===== src/rtl/comparador_pkg.sv =====
// Shared encodings for the sequential comparator: relation modes, FSM states
// and the relation flags bundle, plus the mode-to-result evaluation.
package comparador_pkg;

    typedef enum logic [2:0] {
        MODO_EQ   = 3'b000,
        MODO_NE   = 3'b001,
        MODO_LT   = 3'b010,
        MODO_LE   = 3'b011,
        MODO_GT   = 3'b100,
        MODO_GE   = 3'b101,
        MODO_RES6 = 3'b110,
        MODO_RES7 = 3'b111
    } modo_t;

    typedef enum logic [1:0] {
        IDLE    = 2'd0,
        COMPARA = 2'd1,
        FIM     = 2'd2
    } estado_t;

    typedef struct packed {
        logic igual;
        logic diferente;
        logic menor;
        logic maior;
    } flags_t;

    // Reserved encodings evaluate to false; the flags stay meaningful regardless.
    function automatic logic avalia(input modo_t m, input flags_t f);
        logic r;
        r = 1'b0;
        case (m)
            MODO_EQ: r = f.igual;
            MODO_NE: r = f.diferente;
            MODO_LT: r = f.menor;
            MODO_LE: r = f.menor | f.igual;
            MODO_GT: r = f.maior;
            MODO_GE: r = f.maior | f.igual;
            default: r = 1'b0;
        endcase
        return r;
    endfunction

endpackage


===== src/rtl/comparador_sequencial_if.sv =====
// Request/response bundle of the sequential comparator: operands and mode in,
// busy/done handshake plus result and relation flags out.
interface comparador_sequencial_if #(
    parameter int WIDTH = 16
);
    logic             start;
    logic [WIDTH-1:0] a;
    logic [WIDTH-1:0] b;
    logic [2:0]       modo;
    logic             sinal;
    logic             busy;
    logic             done;
    logic             resultado;
    logic             igual;
    logic             diferente;
    logic             menor;
    logic             maior;

    modport master (
        output start, a, b, modo, sinal,
        input  busy, done, resultado, igual, diferente, menor, maior
    );

    modport slave (
        input  start, a, b, modo, sinal,
        output busy, done, resultado, igual, diferente, menor, maior
    );
endinterface


===== src/rtl/comparador_fatia.sv =====
// Combinational compare of one CHUNK-bit slice. With com_sinal set the slice
// is the operand's top slice, so differing sign bits decide the order.
module comparador_fatia #(
    parameter int CHUNK = 4
) (
    input  logic [CHUNK-1:0] x,
    input  logic [CHUNK-1:0] y,
    input  logic             com_sinal,
    output logic             eq,
    output logic             lt
);

    always_comb begin
        eq = (x == y);
        lt = (x < y);
        // Negative operand is smaller, even though its slice is larger unsigned.
        if (com_sinal && (x[CHUNK-1] != y[CHUNK-1])) begin
            lt = x[CHUNK-1];
        end
    end

endmodule


===== src/rtl/comparador_sequencial.sv =====
// Sequential magnitude comparator: walks the latched operands one slice per
// cycle from the most significant end and stops at the first differing slice.
module comparador_sequencial
    import comparador_pkg::*;
#(
    parameter int WIDTH = 16,
    parameter int CHUNK = 4
) (
    input  logic                    clock,
    input  logic                    reset,
    comparador_sequencial_if.slave  bus
);

    localparam int N     = WIDTH / CHUNK;
    localparam int IDX_W = (N > 1) ? $clog2(N) : 1;
    localparam logic [IDX_W-1:0] IDX_TOPO = IDX_W'(N - 1);

    estado_t          estado_reg, estado_next;
    logic [WIDTH-1:0] a_reg, a_next;
    logic [WIDTH-1:0] b_reg, b_next;
    modo_t            modo_reg, modo_next;
    logic             sinal_reg, sinal_next;
    logic [IDX_W-1:0] idx_reg, idx_next;
    flags_t           flags_reg, flags_next;
    logic             resultado_reg, resultado_next;

    logic [CHUNK-1:0] fatias_a [N];
    logic [CHUNK-1:0] fatias_b [N];
    logic [CHUNK-1:0] fatia_a, fatia_b;
    logic             fatia_com_sinal;
    logic             fatia_eq, fatia_lt;
    flags_t           flags_dif, flags_igual;

    genvar gi;
    generate
        for (gi = 0; gi < N; gi++) begin : g_fatia
            assign fatias_a[gi] = a_reg[gi*CHUNK +: CHUNK];
            assign fatias_b[gi] = b_reg[gi*CHUNK +: CHUNK];
        end
    endgenerate

    assign fatia_a         = fatias_a[idx_reg];
    assign fatia_b         = fatias_b[idx_reg];
    assign fatia_com_sinal = sinal_reg && (idx_reg == IDX_TOPO);

    comparador_fatia #(
        .CHUNK (CHUNK)
    ) u_fatia (
        .x         (fatia_a),
        .y         (fatia_b),
        .com_sinal (fatia_com_sinal),
        .eq        (fatia_eq),
        .lt        (fatia_lt)
    );

    always_comb begin
        flags_dif.igual     = 1'b0;
        flags_dif.diferente = 1'b1;
        flags_dif.menor     = fatia_lt;
        flags_dif.maior     = ~fatia_lt;

        flags_igual.igual     = 1'b1;
        flags_igual.diferente = 1'b0;
        flags_igual.menor     = 1'b0;
        flags_igual.maior     = 1'b0;
    end

    always_ff @(posedge clock or posedge reset) begin
        if (reset) begin
            estado_reg    <= IDLE;
            a_reg         <= '0;
            b_reg         <= '0;
            modo_reg      <= MODO_EQ;
            sinal_reg     <= 1'b0;
            idx_reg       <= '0;
            flags_reg     <= '0;
            resultado_reg <= 1'b0;
        end else begin
            estado_reg    <= estado_next;
            a_reg         <= a_next;
            b_reg         <= b_next;
            modo_reg      <= modo_next;
            sinal_reg     <= sinal_next;
            idx_reg       <= idx_next;
            flags_reg     <= flags_next;
            resultado_reg <= resultado_next;
        end
    end

    always_comb begin
        estado_next    = estado_reg;
        a_next         = a_reg;
        b_next         = b_reg;
        modo_next      = modo_reg;
        sinal_next     = sinal_reg;
        idx_next       = idx_reg;
        flags_next     = flags_reg;
        resultado_next = resultado_reg;

        case (estado_reg)
            IDLE: begin
                if (bus.start) begin
                    a_next      = bus.a;
                    b_next      = bus.b;
                    modo_next   = modo_t'(bus.modo);
                    sinal_next  = bus.sinal;
                    idx_next    = IDX_TOPO;
                    estado_next = COMPARA;
                end
            end
            COMPARA: begin
                // First differing slice settles the order; lower slices are irrelevant.
                if (!fatia_eq) begin
                    flags_next     = flags_dif;
                    resultado_next = avalia(modo_reg, flags_dif);
                    estado_next    = FIM;
                end else if (idx_reg == '0) begin
                    flags_next     = flags_igual;
                    resultado_next = avalia(modo_reg, flags_igual);
                    estado_next    = FIM;
                end else begin
                    idx_next = idx_reg - IDX_W'(1);
                end
            end
            FIM: begin
                estado_next = IDLE;
            end
            default: begin
                estado_next = IDLE;
            end
        endcase
    end

    assign bus.busy      = (estado_reg == COMPARA);
    assign bus.done      = (estado_reg == FIM);
    assign bus.resultado = resultado_reg;
    assign bus.igual     = flags_reg.igual;
    assign bus.diferente = flags_reg.diferente;
    assign bus.menor     = flags_reg.menor;
    assign bus.maior     = flags_reg.maior;

endmodule


===== src/flat_wrapper.sv =====
// flat-port wrapper written by rule: the top's interface ports become plain ports
module comparador_sequencial_flat import comparador_pkg::*;
#(
    parameter int WIDTH = 16,
    parameter int CHUNK = 4
)
  (clock, reset, bus_start, bus_a, bus_b, bus_modo, bus_sinal, bus_busy, bus_done, bus_resultado, bus_igual, bus_diferente, bus_menor, bus_maior);
  comparador_sequencial_if #(.WIDTH(WIDTH)) bus_i ();
  input  logic clock;
  input  logic reset;
  input wire logic [$bits(bus_i.start)-1:0] bus_start;
  input wire logic [$bits(bus_i.a)-1:0] bus_a;
  input wire logic [$bits(bus_i.b)-1:0] bus_b;
  input wire logic [$bits(bus_i.modo)-1:0] bus_modo;
  input wire logic [$bits(bus_i.sinal)-1:0] bus_sinal;
  output wire logic [$bits(bus_i.busy)-1:0] bus_busy;
  output wire logic [$bits(bus_i.done)-1:0] bus_done;
  output wire logic [$bits(bus_i.resultado)-1:0] bus_resultado;
  output wire logic [$bits(bus_i.igual)-1:0] bus_igual;
  output wire logic [$bits(bus_i.diferente)-1:0] bus_diferente;
  output wire logic [$bits(bus_i.menor)-1:0] bus_menor;
  output wire logic [$bits(bus_i.maior)-1:0] bus_maior;
  assign bus_i.start = bus_start;
  assign bus_i.a = bus_a;
  assign bus_i.b = bus_b;
  assign bus_i.modo = bus_modo;
  assign bus_i.sinal = bus_sinal;
  assign bus_busy = bus_i.busy;
  assign bus_done = bus_i.done;
  assign bus_resultado = bus_i.resultado;
  assign bus_igual = bus_i.igual;
  assign bus_diferente = bus_i.diferente;
  assign bus_menor = bus_i.menor;
  assign bus_maior = bus_i.maior;
  comparador_sequencial #(.WIDTH(WIDTH), .CHUNK(CHUNK)) u_core (.clock(clock), .reset(reset), .bus(bus_i));
endmodule

===== config.mk =====
export PLATFORM = sky130hd
export DESIGN_NAME = comparador_sequencial_flat
export DESIGN_NICKNAME = d
export VERILOG_FILES = /design/src/rtl/comparador_pkg.sv /design/src/rtl/comparador_sequencial_if.sv /design/src/rtl/comparador_fatia.sv /design/src/rtl/comparador_sequencial.sv /design/src/flat_wrapper.sv
export SDC_FILE = /design/constraint.sdc
export NUM_CORES = 1
export LEC_CHECK = 0
export ABC_AREA = 1
export BUFFER_PORTS_ARGS = -buffer_cell sky130_fd_sc_hd__buf_2
export CORE_ASPECT_RATIO = 0.75
export CORE_MARGIN = 4
export CORE_UTILIZATION = 45
export DETAILED_ROUTE_END_ITERATION = 6
export GPL_ROUTABILITY_DRIVEN = 0
export PLACE_DENSITY = 0.73
export REMOVE_ABC_BUFFERS = 1
export SYNTH_ARGS = -nofsm -noshare
export SYNTH_HDL_FRONTEND = slang
export SYNTH_SLANG_ARGS = --single-unit

===== constraint.sdc =====
create_clock -name clock -period 4.6 [get_ports clock]
set_clock_uncertainty 0.15 [all_clocks]
set_input_delay 0.46 -clock clock [delete_from_list [all_inputs] [get_ports clock]]
set_output_delay 0.46 -clock clock [all_outputs]
set_load 0.02 [all_outputs]

# Word-level counts from Yosys, hierarchy flattened
# Index checks and enable logic that the tools add are counted.
# W data, S select, Z words.
# totals
word_cells	65
inputBits	39
regBits	45
# classes
mux	21
addsub	1
magnitude_cmp	2
reduce_logical	13
n_eq_ne	15
bitwise_logic	2
# ops
cell	count
$mux W4	6
$bmux W4 S2	2
$mux W2	6
$pmux W2 S2	2
$eq A3 B2 Y1 const B	2
$eq A3 B3 Y1 const B	2
$ne A2 B2 Y1 const B	3
$reduce_and A2 Y1	3
$eq A2 B2 Y1 const B	2
$eq A4 B4 Y1	1
$logic_not A2 Y1	2
$lt A4 B4 Y1	1
$mux W1	4
$reduce_and A4 Y1	1
$reduce_or A2 Y1	2
$eq A3 B1 Y1 const B	1
$ge A3 B3 Y1 const B	1
$logic_not A3 Y1	1
$ne A3 B3 Y1 const B	1
$not A2 Y3	1
$pmux W1 S3	1
$reduce_or A3 Y1	1
$eq A2 B1 Y1 const B	1
$logic_and A1 B1 Y1	2
other kinds (5)	5

# Logic depth before layout (Yosys ltp)
# depth
depth_word	10
mapped_depth	17

# Modules after synthesis
# Synthesis repeated with hierarchy kept, for this count alone.
# unflattened
hier_cells	282
area_unflattened_um2	2259.7
# by_module_without_submodules
mod	seq_area_each_um2	area_per_inst_um2	instances	cells_per_inst
comparador_sequencial	1126.1	2127.0	1	256
comparador_fatia	0.0	132.6	1	26

# Least setup slack after synthesis
# No wires, ideal clock.
# synth_timing
kind	register to register
start	register u_core.idx_reg[0]
end	register u_core.flags_reg (netlist bit u_core.bus.igual)
required_time_ns	4.327
setup_ns	0.123
period_less_slack_ns	2.082
stages_incl_launch_ff	13
arrival_time_ns	1.809
path_slack_ns	2.518
path_cell_list	dfrtp_1 > buf_6 > buf_2 > a21oi_1 > a32o_1 > ha_1 > nand2_1 > inv_2 > nand3_4 > o21ai_2 > inv_1 > nor2_1 > nor2_1
# synth_between
elab_chain_len	7
word_cells_on_any_way	12
cone_classes	eq/ne (2); mux (7); bitwise (1); reduce/logical (2)
# synth_rtl
item	line	rtl
start: declaration	comparador_sequencial.sv:23	logic [IDX_W-1:0] idx_reg, idx_next;
start signal: assignment	comparador_sequencial.sv:84	idx_reg <= idx_next;
$not A2 Y3 (not written as such)	comparador_sequencial.sv:42, comparador_sequencial.sv:43	
$bmux W4 S2, on equally long branches	comparador_sequencial.sv:42, comparador_sequencial.sv:43	
$mux W4, on equally long branches (2 in a row)	comparador_sequencial.sv:42, comparador_sequencial.sv:43	
$eq A4 B4 Y1	comparador_fatia.sv:14	eq = (x == y);
$ne A2 B2 Y1 (no line)	--	
$reduce_and A2 Y1 (no line)	--	
end signal: assignment	comparador_sequencial.sv:85	flags_reg <= flags_next;
end: declaration	comparador_sequencial.sv:24	flags_t flags_reg, flags_next;
# Several ways; a longest one is shown, not always the timed one. The select of a mux whose other input is x is not followed.
# A chain may end at the register's enable or synchronous reset.

# Worst setup path in the final report
# Same ends and word-level chain as after synthesis.

==> metrics <==
status=completed; vias in the first global route=around 1500; Die W=90.6 um; hold crit path type=input pin to async pin; WS Path Type=flop to flop; via count=about 1500; drt wl/cell=about 14 um; post-CTS setup buffers=0; GRT overflow=0; Nets=roughly 300; Max clock buf depth=2; vias per inst=4.94; DR pass1 iterations=4; clk_lat worst skew=~0.3 ns; commonest cells after routing, fill and taps aside=45 x buf_2, 45 x dfrtp_1, 35 x nand2_1; WL final=4280 um; sequential fraction of the synthesis area=48.9%; Synth Area in Adders=under 10%; Crit-path slowest cell=dfrtp_1; Syn. warnings=0; Tmin final=roughly 2.5 ns; layout filler cell count=roughly 430; Post-Syn Area=2300 um2; I/O Pins=46; cell internal pwr=roughly 1.2 mW; Antenna Nets Post-Route=0; complex-gate fraction of the synthesized area=under 10%; DRC viols=0; endpoints failing hold=0; starting density of the core=roughly 47%; post-CTS resize count=0; antenna cells=0; Reg clk slew, reported paths=approximately 0.080 ns; Global Route Usage Sum=between 10% and 20%; Arr. time, crit path=~2.5 ns; leakage=around 1.4 nW; Psw=between 0.8 and 0.9 mW; hold_ws=about 0.13 ns; CP Capture Type=flop; Core ar.=just under 5000 um2; Gate Count Post-Synth=about 200; Worst-Margin Slew=0.627 ns; Max Cap Violations=0; Critical path origin=u_core.idx_reg[0]; Tcrit/Tclk final=53.4%; Sw Share=between 30% and 40%; simple-gate portion of the synthesized area=around 12%; die area=approximately 6300 um2; area grow syn2layout=14.3%; r2r startpoint=u_core.idx_reg[0]; Cell Pwr Density=around 770 nW/um2; final core utilization=a little over half; maximum vdd drop=between 0.2 and 0.3 mV; drt initial violations=47; final setup fails=0; Largest stage delay, worst path=0.75 ns; slew margin rel.=58.2%; #FFs+latches synth=45; initial antenna violation count=0; Max Fclk=407 MHz; first-pass GRT wire length=roughly 7400 um; Synth Area in XOR/XNOR=0%; CP max FO=19; largest family of logic cells by synthesized area=multiplexers; Die Ht=approximately 70 um; critical path's most frequent cell=nand2_1; CTS tree=done; # rows=22; share of power burned in registers=between 30 and 40%; H-tree levels=2; Syn Area/Cell=between 10 and 15 um2; fin. max-slew vios=0; clock sinks=45; dpl hpwl=just over 3000 um; setup TNS=0 ns; largest net degree at the start of global routing=46; Comb pwr share=between 50% and 60%; number of library cell types mapped by synthesis=23; CP cell instances=inv_6 > nand2_1 > nand3_1 > nand2_1 > inv_1 > ha_1 > nand2_1 > inv_2 > nand3_4 > o21ai_2 > inv_1 > nor2_1 > nor2_1; I/O Buffers=45; CP Launch Type=flop; clock power share=12.1%; CTS Buf Count=5; RSZ-0062 raised after global routing=false; critical path required time=approximately 4.6 ns; layout cell share with drive strength beyond 1=between 30% and 40%; clk root buf=clkbuf_8; mux cell area share after synthesis=a little over a fifth; CTS Hold Bufs=0
cell families after synthesis:
logic type / after synthesis
adders and majority gates: 6
DFF: 45
buffers and inverters: 25
AOI/OAI and AO/OA: 32
muxes: 32
and+or+nand+nor: 65
critical path, delay by kind of cell, from the launching register on:
kind / cells / cell delay [ns]
adders and majority gates: 1 / 0.30
AOI/OAI and AO/OA: 1 / 0.23
buffers and inverters: 4 / 0.35
and+or+nand+nor: 7 / 0.57
DFF: 1 / 0.75
final timing paths:
path	end	slack, ns	cells past startpoint
worst max-delay path	u_core.bus.igual	2.15	13
worst min-delay path	u_core.a_reg[14]	0.13	3
worst max register to register	u_core.bus.igual	2.15	13
worst min register to register	u_core.bus.resultado	0.33	2
max in group asynchronous	u_core.a_reg[7]	3.79	3
min in group clock	u_core.a_reg[12]	0.23	2
cell usage after synthesis, drive strengths merged:
master,n,area (um2)
ha,6,75.1
a22o,1,8.76
a31oi,1,6.26
nand2,36,138
dfrtp,45,1130
a21oi,10,50.1
nand3,10,62.6
nand4,1,6.26
mux2,32,480
nor2,18,70.1
inv,17,68.8
o21ai,13,68.8
o31ai,1,21.3
buf,8,71.3
o22ai,3,18.8
a32o,3,30.0
through the flow:
stage          area (um2)  cells  worst slack [ns]  total power [mW]
2_1_floorplan        2230    197              2.45              1.58
3_3_place_gp         2550    304              2.25              1.78
3_5_place_dp         2550    304              2.15              1.80
4_1_cts              2630    311              2.13              2.06
5_1_grt              2630    311              1.80              2.23
6_report             2630    311              2.15              2.03
power by group through the flow:
| stage | combinational (mW) | sequential [mW] | clock [mW] |
|---|---|---|---|
| final | 1.03 | 0.758 | 0.246 |
| after global routing | 1.17 | 0.789 | 0.267 |
| after CTS | 1.05 | 0.759 | 0.256 |
| after detailed placement | 1.04 | 0.761 | 0 |
| after global placement | 1.01 | 0.762 | 0 |
| after floorplan | 0.844 | 0.734 | 0 |
metal layers:
| metal | global-route usage (%) | up-vias | share of wire (%) |
|---|---|---|---|
| li1 | - | 778 | - |
| met1 | 22.3 | 711 | 52 |
| met2 | 19.5 | 39 | 40 |
| met3 | 4.31 | 7 | 6.4 |
| met4 | 5.09 | 0 | 1.2 |
| met5 | 0 | - | 0 |
layout make-up:
class / instances / area (um2) / area share, %
multi-input cells: 135 / 1040 / 39.4
repair buffers: 47 / 240 / 9.13
clock buffers: 7 / 86.3 / 3.28
inverters: 17 / 68.8 / 2.61
well taps: 60 / 75.1 / 2.85
flip-flops and latches: 45 / 1130 / 42.8
Note: power is estimated with default switching activity, not from simulation.
